**src/rtl/mem_arbiter_if.sv**
```systemverilog
// rtl/mem_arbiter_if.sv - requester and memory-port signal bundle for mem_arbiter
interface mem_arbiter_if;
  logic        i_req;
  logic [31:0] i_addr;
  logic [31:0] i_rdata;
  logic        i_ack;
  logic        d_req;
  logic        d_we;
  logic [3:0]  d_be;
  logic [31:0] d_addr;
  logic [31:0] d_wdata;
  logic [31:0] d_rdata;
  logic        d_ack;
  logic        err;
  logic        m_req;
  logic        m_we;
  logic [3:0]  m_be;
  logic [31:0] m_addr;
  logic [31:0] m_wdata;
  logic [31:0] m_rdata;
  logic        m_ack;
  logic [1:0]  owner;

  modport slave (
    input  i_req, i_addr, d_req, d_we, d_be, d_addr, d_wdata, m_rdata, m_ack,
    output i_rdata, i_ack, d_rdata, d_ack, err, m_req, m_we, m_be, m_addr, m_wdata, owner
  );

  modport master (
    output i_req, i_addr, d_req, d_we, d_be, d_addr, d_wdata, m_rdata, m_ack,
    input  i_rdata, i_ack, d_rdata, d_ack, err, m_req, m_we, m_be, m_addr, m_wdata, owner
  );
endinterface

```
**src/rtl/mem_arbiter.sv**
```systemverilog
// rtl/mem_arbiter.sv - fetch/data arbiter for one memory port with transfer timeout
// MEM_ARB_ROUND_ROBIN_EN: round-robin on contention; otherwise data beats fetch.
module mem_arbiter #(
  parameter int TIMEOUT = 255
) (
  input  logic         clk,
  input  logic         reset,
  mem_arbiter_if.slave bus
);
  typedef enum logic [1:0] {IDLE = 2'b00, GNT_I = 2'b01, GNT_D = 2'b10} state_e;

  localparam logic [15:0] LAST_CNT = 16'(TIMEOUT - 1);

  state_e      state_q, state_d;
  logic [15:0] cnt_q, cnt_d;
  logic        m_req_q, m_req_d;
  logic        m_we_q, m_we_d;
  logic [3:0]  m_be_q, m_be_d;
  logic [31:0] m_addr_q, m_addr_d;
  logic [31:0] m_wdata_q, m_wdata_d;
  logic        i_ack_q, i_ack_d;
  logic        d_ack_q, d_ack_d;
  logic        err_q, err_d;
  logic [31:0] i_rdata_q, i_rdata_d;
  logic [31:0] d_rdata_q, d_rdata_d;
  logic        i_elig, d_elig, i_win, d_win;

  // A requester is still holding its request during its own ack cycle; mask it.
  assign i_elig = bus.i_req & ~i_ack_q;
  assign d_elig = bus.d_req & ~d_ack_q;

`ifdef MEM_ARB_ROUND_ROBIN_EN
  logic last_d_q, last_d_d;

  assign d_win    = d_elig & (~i_elig | ~last_d_q);
  assign last_d_d = (state_q == IDLE && (i_win || d_win)) ? d_win : last_d_q;

  always_ff @(posedge clk or negedge reset) begin
    if (!reset) last_d_q <= 1'b1;
    else        last_d_q <= last_d_d;
  end
`else
  assign d_win = d_elig;
`endif
  assign i_win = i_elig & ~d_win;

  always_comb begin
    state_d   = state_q;
    cnt_d     = cnt_q;
    m_req_d   = m_req_q;
    m_we_d    = m_we_q;
    m_be_d    = m_be_q;
    m_addr_d  = m_addr_q;
    m_wdata_d = m_wdata_q;
    i_ack_d   = 1'b0;
    d_ack_d   = 1'b0;
    err_d     = 1'b0;
    i_rdata_d = i_rdata_q;
    d_rdata_d = d_rdata_q;
    case (state_q)
      IDLE: begin
        if (d_win) begin
          state_d   = GNT_D;
          m_req_d   = 1'b1;
          cnt_d     = '0;
          m_we_d    = bus.d_we;
          m_be_d    = bus.d_be;
          m_addr_d  = bus.d_addr;
          m_wdata_d = bus.d_wdata;
        end else if (i_win) begin
          state_d   = GNT_I;
          m_req_d   = 1'b1;
          cnt_d     = '0;
          m_we_d    = 1'b0;
          m_be_d    = 4'hF;
          m_addr_d  = bus.i_addr;
          m_wdata_d = '0;
        end
      end
      GNT_I, GNT_D: begin
        // m_ack takes precedence over a timeout landing in the same cycle
        if (bus.m_ack) begin
          state_d = IDLE;
          m_req_d = 1'b0;
          if (state_q == GNT_I) begin
            i_ack_d   = 1'b1;
            i_rdata_d = bus.m_rdata;
          end else begin
            d_ack_d   = 1'b1;
            d_rdata_d = bus.m_rdata;
          end
        end else if (cnt_q == LAST_CNT) begin
          state_d = IDLE;
          m_req_d = 1'b0;
          err_d   = 1'b1;
          if (state_q == GNT_I) begin
            i_ack_d   = 1'b1;
            i_rdata_d = '0;
          end else begin
            d_ack_d   = 1'b1;
            d_rdata_d = '0;
          end
        end else if (cnt_q != 16'hFFFF) begin
          cnt_d = cnt_q + 16'd1;
        end
      end
      default: state_d = IDLE;
    endcase
  end

  always_ff @(posedge clk or negedge reset) begin
    if (!reset) begin
      state_q   <= IDLE;
      cnt_q     <= '0;
      m_req_q   <= 1'b0;
      m_we_q    <= 1'b0;
      m_be_q    <= '0;
      m_addr_q  <= '0;
      m_wdata_q <= '0;
      i_ack_q   <= 1'b0;
      d_ack_q   <= 1'b0;
      err_q     <= 1'b0;
      i_rdata_q <= '0;
      d_rdata_q <= '0;
    end else begin
      state_q   <= state_d;
      cnt_q     <= cnt_d;
      m_req_q   <= m_req_d;
      m_we_q    <= m_we_d;
      m_be_q    <= m_be_d;
      m_addr_q  <= m_addr_d;
      m_wdata_q <= m_wdata_d;
      i_ack_q   <= i_ack_d;
      d_ack_q   <= d_ack_d;
      err_q     <= err_d;
      i_rdata_q <= i_rdata_d;
      d_rdata_q <= d_rdata_d;
    end
  end

  assign bus.m_req   = m_req_q;
  assign bus.m_we    = m_we_q;
  assign bus.m_be    = m_be_q;
  assign bus.m_addr  = m_addr_q;
  assign bus.m_wdata = m_wdata_q;
  assign bus.i_ack   = i_ack_q;
  assign bus.d_ack   = d_ack_q;
  assign bus.err     = err_q;
  assign bus.i_rdata = i_rdata_q;
  assign bus.d_rdata = d_rdata_q;
  assign bus.owner   = state_q;
endmodule

```
**src/flat_wrapper.sv**
```systemverilog
// flat-port wrapper written by rule: the top's interface ports become plain ports
module mem_arbiter_flat 
#(
  parameter int TIMEOUT = 255
)
  (clk, reset, bus_i_req, bus_i_addr, bus_d_req, bus_d_we, bus_d_be, bus_d_addr, bus_d_wdata, bus_m_rdata, bus_m_ack, bus_i_rdata, bus_i_ack, bus_d_rdata, bus_d_ack, bus_err, bus_m_req, bus_m_we, bus_m_be, bus_m_addr, bus_m_wdata, bus_owner);
  mem_arbiter_if bus_i ();
  input  logic clk;
  input  logic reset;
  input wire logic [$bits(bus_i.i_req)-1:0] bus_i_req;
  input wire logic [$bits(bus_i.i_addr)-1:0] bus_i_addr;
  input wire logic [$bits(bus_i.d_req)-1:0] bus_d_req;
  input wire logic [$bits(bus_i.d_we)-1:0] bus_d_we;
  input wire logic [$bits(bus_i.d_be)-1:0] bus_d_be;
  input wire logic [$bits(bus_i.d_addr)-1:0] bus_d_addr;
  input wire logic [$bits(bus_i.d_wdata)-1:0] bus_d_wdata;
  input wire logic [$bits(bus_i.m_rdata)-1:0] bus_m_rdata;
  input wire logic [$bits(bus_i.m_ack)-1:0] bus_m_ack;
  output wire logic [$bits(bus_i.i_rdata)-1:0] bus_i_rdata;
  output wire logic [$bits(bus_i.i_ack)-1:0] bus_i_ack;
  output wire logic [$bits(bus_i.d_rdata)-1:0] bus_d_rdata;
  output wire logic [$bits(bus_i.d_ack)-1:0] bus_d_ack;
  output wire logic [$bits(bus_i.err)-1:0] bus_err;
  output wire logic [$bits(bus_i.m_req)-1:0] bus_m_req;
  output wire logic [$bits(bus_i.m_we)-1:0] bus_m_we;
  output wire logic [$bits(bus_i.m_be)-1:0] bus_m_be;
  output wire logic [$bits(bus_i.m_addr)-1:0] bus_m_addr;
  output wire logic [$bits(bus_i.m_wdata)-1:0] bus_m_wdata;
  output wire logic [$bits(bus_i.owner)-1:0] bus_owner;
  assign bus_i.i_req = bus_i_req;
  assign bus_i.i_addr = bus_i_addr;
  assign bus_i.d_req = bus_d_req;
  assign bus_i.d_we = bus_d_we;
  assign bus_i.d_be = bus_d_be;
  assign bus_i.d_addr = bus_d_addr;
  assign bus_i.d_wdata = bus_d_wdata;
  assign bus_i.m_rdata = bus_m_rdata;
  assign bus_i.m_ack = bus_m_ack;
  assign bus_i_rdata = bus_i.i_rdata;
  assign bus_i_ack = bus_i.i_ack;
  assign bus_d_rdata = bus_i.d_rdata;
  assign bus_d_ack = bus_i.d_ack;
  assign bus_err = bus_i.err;
  assign bus_m_req = bus_i.m_req;
  assign bus_m_we = bus_i.m_we;
  assign bus_m_be = bus_i.m_be;
  assign bus_m_addr = bus_i.m_addr;
  assign bus_m_wdata = bus_i.m_wdata;
  assign bus_owner = bus_i.owner;
  mem_arbiter #(.TIMEOUT(TIMEOUT)) u_core (.clk(clk), .reset(reset), .bus(bus_i));
endmodule
```
**config.mk**
```make
export PLATFORM = sky130hd
export DESIGN_NAME = mem_arbiter_flat
export DESIGN_NICKNAME = d
export VERILOG_FILES = /design/src/rtl/mem_arbiter_if.sv /design/src/rtl/mem_arbiter.sv /design/src/flat_wrapper.sv
export SDC_FILE = /design/constraint.sdc
export NUM_CORES = 1
export LEC_CHECK = 0
export CAP_MARGIN = 20
export CORE_MARGIN = 4
export CORE_UTILIZATION = 43
export DETAILED_ROUTE_END_ITERATION = 8
export PLACE_DENSITY = 0.89
export SKIP_LAST_GASP = 1
export SLEW_MARGIN = 5
export SYNTH_ARGS = -nofsm -noshare
export SYNTH_HDL_FRONTEND = slang
export SYNTH_SLANG_ARGS = --single-unit
```
**constraint.sdc**
```tcl
create_clock -name clk -period 2.7 [get_ports clk]
set_clock_uncertainty 0.2 [all_clocks]
set_input_delay 0.27 -clock clk [delete_from_list [all_inputs] [get_ports clk]]
set_output_delay 0.27 -clock clk [all_outputs]
set_load 0.005 [all_outputs]
```
Word level (Yosys, flattened, before mapping)
Index checks and enable logic that the tools add are counted.
W data, S select, Z words.
{"block": "word_totals", "output_inout_bits": 139, "regBits": 155}
{"block": "classes", "add_sub_neg": 1, "reduce_logical": 11, "n_eq_ne": 9, "n_mux": 43, "n_bitwise": 7}
{"cell": "$mux W32", "count": 12}
{"cell": "$mux W16", "count": 5}
{"cell": "$pmux W16 S2", "count": 1}
{"cell": "$mux W1", "count": 17}
{"cell": "$add A16 B1 Y16 const B", "count": 1}
{"cell": "$eq A16 B8 Y1 const B", "count": 1}
{"cell": "$ne A16 B16 Y1 const B", "count": 1}
{"cell": "$reduce_and A3 Y1", "count": 3}
{"cell": "$mux W2", "count": 4}
{"cell": "$mux W4", "count": 2}
{"cell": "$reduce_bool A2 Y1", "count": 3}
{"cell": "$reduce_and A5 Y1", "count": 1}
{"cell": "$ne A2 B2 Y1 const B", "count": 2}
{"cell": "$not A1 Y1", "count": 4}
{"cell": "$pmux W2 S2", "count": 1}
{"cell": "$reduce_and A2 Y1", "count": 2}
{"cell": "$and A1 B1 Y1", "count": 3}
{"cell": "$ne A3 B1 Y1 const B", "count": 1}
{"cell": "$ne A3 B2 Y1 const B", "count": 1}
{"cell": "$eq A2 B1 Y1 const B", "count": 1}
{"cell": "$eq A2 B2 Y1 const B", "count": 1}
{"cell": "$logic_not A2 Y1", "count": 1}
{"cell": "$ne A2 B1 Y1 const B", "count": 1}
{"cell": "$pmux W1 S2", "count": 1}
{"cell": "$reduce_or A2 Y1", "count": 1}

Depth between registers and ports, before layout
Gate-level depths: netlist (run 1).
{"block": "depth", "word_depth": 7, "mapped_depth": 9, "mapped_depth_nobuf": 7}

Worst setup path after synthesis (run 1)
No wires, ideal clock.
{"block": "synth_path", "kind": "register -> register", "from": "register u_core.cnt_q[0]", "to": "register u_core.d_rdata_q[10] (netlist: u_core.bus.d_rdata[10])", "n_path_buf": 2, "stages_incl_launch_ff": 10, "setup_ns": 0.132, "required_ns": 2.368, "t_arrival_ns": 1.892, "slack_ns": 0.475, "synth_period_minus_slack_ns": 2.225, "cell_sequence": "dfrtp_1 -> inv_1 -> ha_1 -> nor4b_4 -> a41oi_2 -> or3b_1 -> buf_4 -> buf_4 -> nand2_1 -> o21ai_1"}
{"block": "synth_via", "elab_chain_len": 3}
{"element": "start, declared", "line_no": "mem_arbiter.sv:15", "text": "logic [15:0] cnt_q, cnt_d;"}
{"element": "start signal, assigned", "line_no": "mem_arbiter.sv:127", "text": "cnt_q <= cnt_d;"}
{"element": "$eq A16 B8 Y1", "line_no": "mem_arbiter.sv:92", "text": "end else if (cnt_q == LAST_CNT) begin"}
{"element": "$reduce_bool A2 Y1 (no source line)"}
{"element": "$reduce_and A3 Y1 (no source line)"}
{"element": "end signal, assigned", "line_no": "mem_arbiter.sv:137", "text": "d_rdata_q <= d_rdata_d;"}
{"element": "end, declared", "line_no": "mem_arbiter.sv:25", "text": "logic [31:0] d_rdata_q, d_rdata_d;"}
Every way passes these cells.
A chain may end at the register's enable or synchronous reset.

Worst setup path after layout (run 1)
{"block": "layout_path", "from": "register u_core.cnt_q[0]", "to": "register u_core.d_rdata_q[27] (netlist: u_core.bus.d_rdata[27])"}
The elaborated chain is that of the path after synthesis.

==> results of run 1 <==
[cells by family (layout without fill, tap and decap cells)]
logic type / Yosys count / count (layout) / synth area share
AO/OA/AOI/OAI: 171 / 171 / 0.172
XOR/XNOR: 1 / 1 / 0.00136
multiplexers: 1 / 1 / 0.00155
adder cells (fa/ha/maj): 5 / 5 / 0.00971
flip-flops: 155 / 155 / 0.602
buffers and inverters: 53 / 332 / 0.0379
AND/OR/NAND/NOR: 260 / 260 / 0.175
[state kept, by name, indices dropped and copies added (netlist names)]
signal and cells:
u_core.bus.m_be 4, u_core.bus.i_ack 1, u_core.bus.m_addr 32, u_core.bus.owner 2, u_core.bus.m_req 1, u_core.bus.d_rdata 32, u_core.bus.d_ack 1, u_core.cnt_q 16
u_core.bus.m_wdata 32, u_core.bus.m_we 1, u_core.bus.err 1, u_core.bus.i_rdata 32
[Yosys cell counts (all sizes together) (3+ instances only)]
library cell	instances
nand2	176
dfrtp	155
o21ai	80
nor2	36
a22o	35
a31oi	34
clkbuf	30
buf	15
nand3	9
inv	8
a21oi	7
nand4	6
nor3	6
ha	5
nor4	4
o22a	4
a41oi	3
and3	3
nand2b	3
nand3b	3
nor2b	3
or3	3
[timing repair]
action	CTS	global route
hold buffers	1	0
hold endpoints to repair	52	0
setup endpoints to repair	0	0
[area by class of cell]
type,count,share of cell area
multi-input combinational,438,0.233
clock inverter,14,0.0136
inverter,8,0.00302
sequential,155,0.389
tap,184,0.0231
timing repair buffer,292,0.294
clock buffer,18,0.0441
[stage by stage]
step	area [µm²]	setup WS, ns	util	cells	hold slack, ns
floorplan	6440	0.475	-	646	-0.226
global placement	9370	0.360	0.643	1076	0.0486
detailed placement	9370	0.251	0.643	1076	0.0526
CTS	9960	0.195	0.683	1109	0.169
global route	9960	0.0839	0.683	1109	0.194
finish	9960	0.204	0.683	1109	0.161
[how the worst max path moves through the flow]
stage                    startpoint                endpoint  slack [ns]
CTS                 u_core.cnt_q[0]  u_core.bus.d_rdata[27]        0.20
global route        u_core.cnt_q[0]  u_core.bus.d_rdata[15]        0.08
global placement          bus_i_req        u_core.cnt_q[11]        0.36
floorplan           u_core.cnt_q[0]  u_core.bus.d_rdata[10]        0.48
finish              u_core.cnt_q[0]  u_core.bus.d_rdata[27]        0.20
detailed placement  u_core.cnt_q[0]  u_core.bus.d_rdata[15]        0.25
[where the power goes]
| part | internal (mW) | switching [mW] |
|---|---|---|
| combinational | 2.36 | 1.88 |
| sequential | 3.19 | 0.508 |
| clock | 1.31 | 1.02 |
| total | 6.87 | 3.40 |
[per-layer routing]
metal | vias up | GRT usage | wire (µm)
li1 | 2768 | - | -
met1 | 2856 | 0.271 | 7420
met2 | 275 | 0.387 | 9950
met3 | 25 | 0.0992 | 2320
met4 | 0 | 0.0605 | 300
met5 | - | 0 | 0
==> reports/metrics.cfg, run 1 <==
[run_status]
status = finished clean

[drt]
post_drt_wl_per_cell_um = 18.0
ant_nets = 0
firstDrtPassIters = 5
drc = 0
drtIter0Drc = 401
routed_wirelength_um = 20000
via_count = 5924
viasPerCell = 5.34

[worst_setup_path]
rr_worst_depth = 8
r2r_start = u_core.cnt_q[0]
cp.required_ns = 2.77
slowest_delay_ns = 0.46
worst-path-stages = 8
critPathBufInv = 2
crit_type = reg -> reg
crit_path_top_delay_cell = or3b_2
end_kind = flip-flop
cp_max_fo = 65
cp.arrival_ns = 2.57
r2r_end = u_core.bus.d_rdata[27]
start_kind = flip-flop
path_delay_family = simple AND/OR/NAND/NOR gates
r2r_slack_ns = 0.20
cp_cell_sequence = inv_1, ha_1, nor4b_4, a41oi_2, or3b_2, buf_4, nand2_1, o21ai_1

[placed_design]
dpl.hpwl_um = 14200
gp_congestion = 0.874
port_buffers = 276

[timing]
setup_violations = 0
rsz0062_at_grt = no
post-route-period-util = 0.924
fin_setup_tns_ns = 0
slew_viol_final = 0
timing.fmax_ghz = 0.401
layout_min_cycle_time_ns = 2.50
finalHoldViolCount = 0
slew_headroom = 0.517
tightest_slew_ns = 0.720

[logic_synthesis]
async_reset_ff_frac = 1.00
yosysTopAreaCellShare = 0.602
yosysTopAreaCell = dfrtp_1
synth_fp_nets = 789
seq_area_frac_synth = 0.602
synth_edf_count = 0
synthCells = 646
syn_area_um2 = 6440
synth_ff_type = dfrtp_1
synth.avg_cell_area_um2 = 9.97
ys_ff_latch = 155
yosys_warnings = 0
ys_types = 46
synth_area_leaders = dfrtp_1 60%, nand2_1 10%, a22o_1 4.8%

[global_routing]
grt_pass1_vias = 5874
gr-usage-all-layers = 0.229
grt_max_degree = 69
gr-total-overflow = 0
grt_pass1_wl_um = 30400
antenna_found_initial = 0

[floorplan]
core_area_um2 = 14600
die_area_um2 = 17000
num_rows = 44
die_x_um = 130
pin_count = 277
start_util = 0.441
die_height_um = 130

[flow_run]
drv_cap = 0

[finish]
fill_cells = 1053
area_growth_pct = 54.6
num_antenna_cells = 0
seq_area_um2 = 3880
multiInputGateArea_um2 = 2320
drive_gt1_frac = 0.0627
finish.net_count = 1055
mostFrequentLayoutCell = clkdlybuf4s50_1
final_cell_mix = 275 x clkdlybuf4s50_1, 176 x nand2_1, 155 x dfrtp_1

[cts]
clock_latency_ns = 0.42
cts_buffers = 17
root_buffer = clkbuf_16
cts_sinks = 155
cts_max_level = 4
clk_path_buf_depth = 2
clk_pin_slew_worst_paths_ns = 0.06
cts_tree = built
cts_resized = 0
post_cts_buffers = 0

[power_and_ir_drop]
power-per-cell-area_nw_per_um2 = 1030
vdd_ir_drop_max_mv = 0.572
p_leak_nw = 4.32
power_mw = 10.3

[min_path]
min_path_type = in -> async

No activity file was read; power rests on OpenSTA's default activity.
==> inputs of run 2 (changes only) <==
--- a/config.mk
+++ b/config.mk
@@ -9,9 +9,10 @@
 export CORE_MARGIN = 4
 export CORE_UTILIZATION = 43
 export DETAILED_ROUTE_END_ITERATION = 8
+export HOLD_SLACK_MARGIN = 0.1
 export PLACE_DENSITY = 0.89
 export SKIP_LAST_GASP = 1
-export SLEW_MARGIN = 5
+export SLEW_MARGIN = 15
 export SYNTH_ARGS = -nofsm -noshare
 export SYNTH_HDL_FRONTEND = slang
 export SYNTH_SLANG_ARGS = --single-unit
==> results of run 2 <==
No change in the layout: final DEF, timing and power equal those of run 1.
==> inputs of run 3 (changes only) <==
--- a/config.mk
+++ b/config.mk
@@ -9,6 +9,7 @@
 export CORE_MARGIN = 4
 export CORE_UTILIZATION = 43
 export DETAILED_ROUTE_END_ITERATION = 8
+export GPL_ROUTABILITY_DRIVEN = 0
 export HOLD_SLACK_MARGIN = 0.1
 export PLACE_DENSITY = 0.89
 export SKIP_LAST_GASP = 1
==> results of run 3 <==
No change in the layout: final DEF, timing and power equal those of run 1.
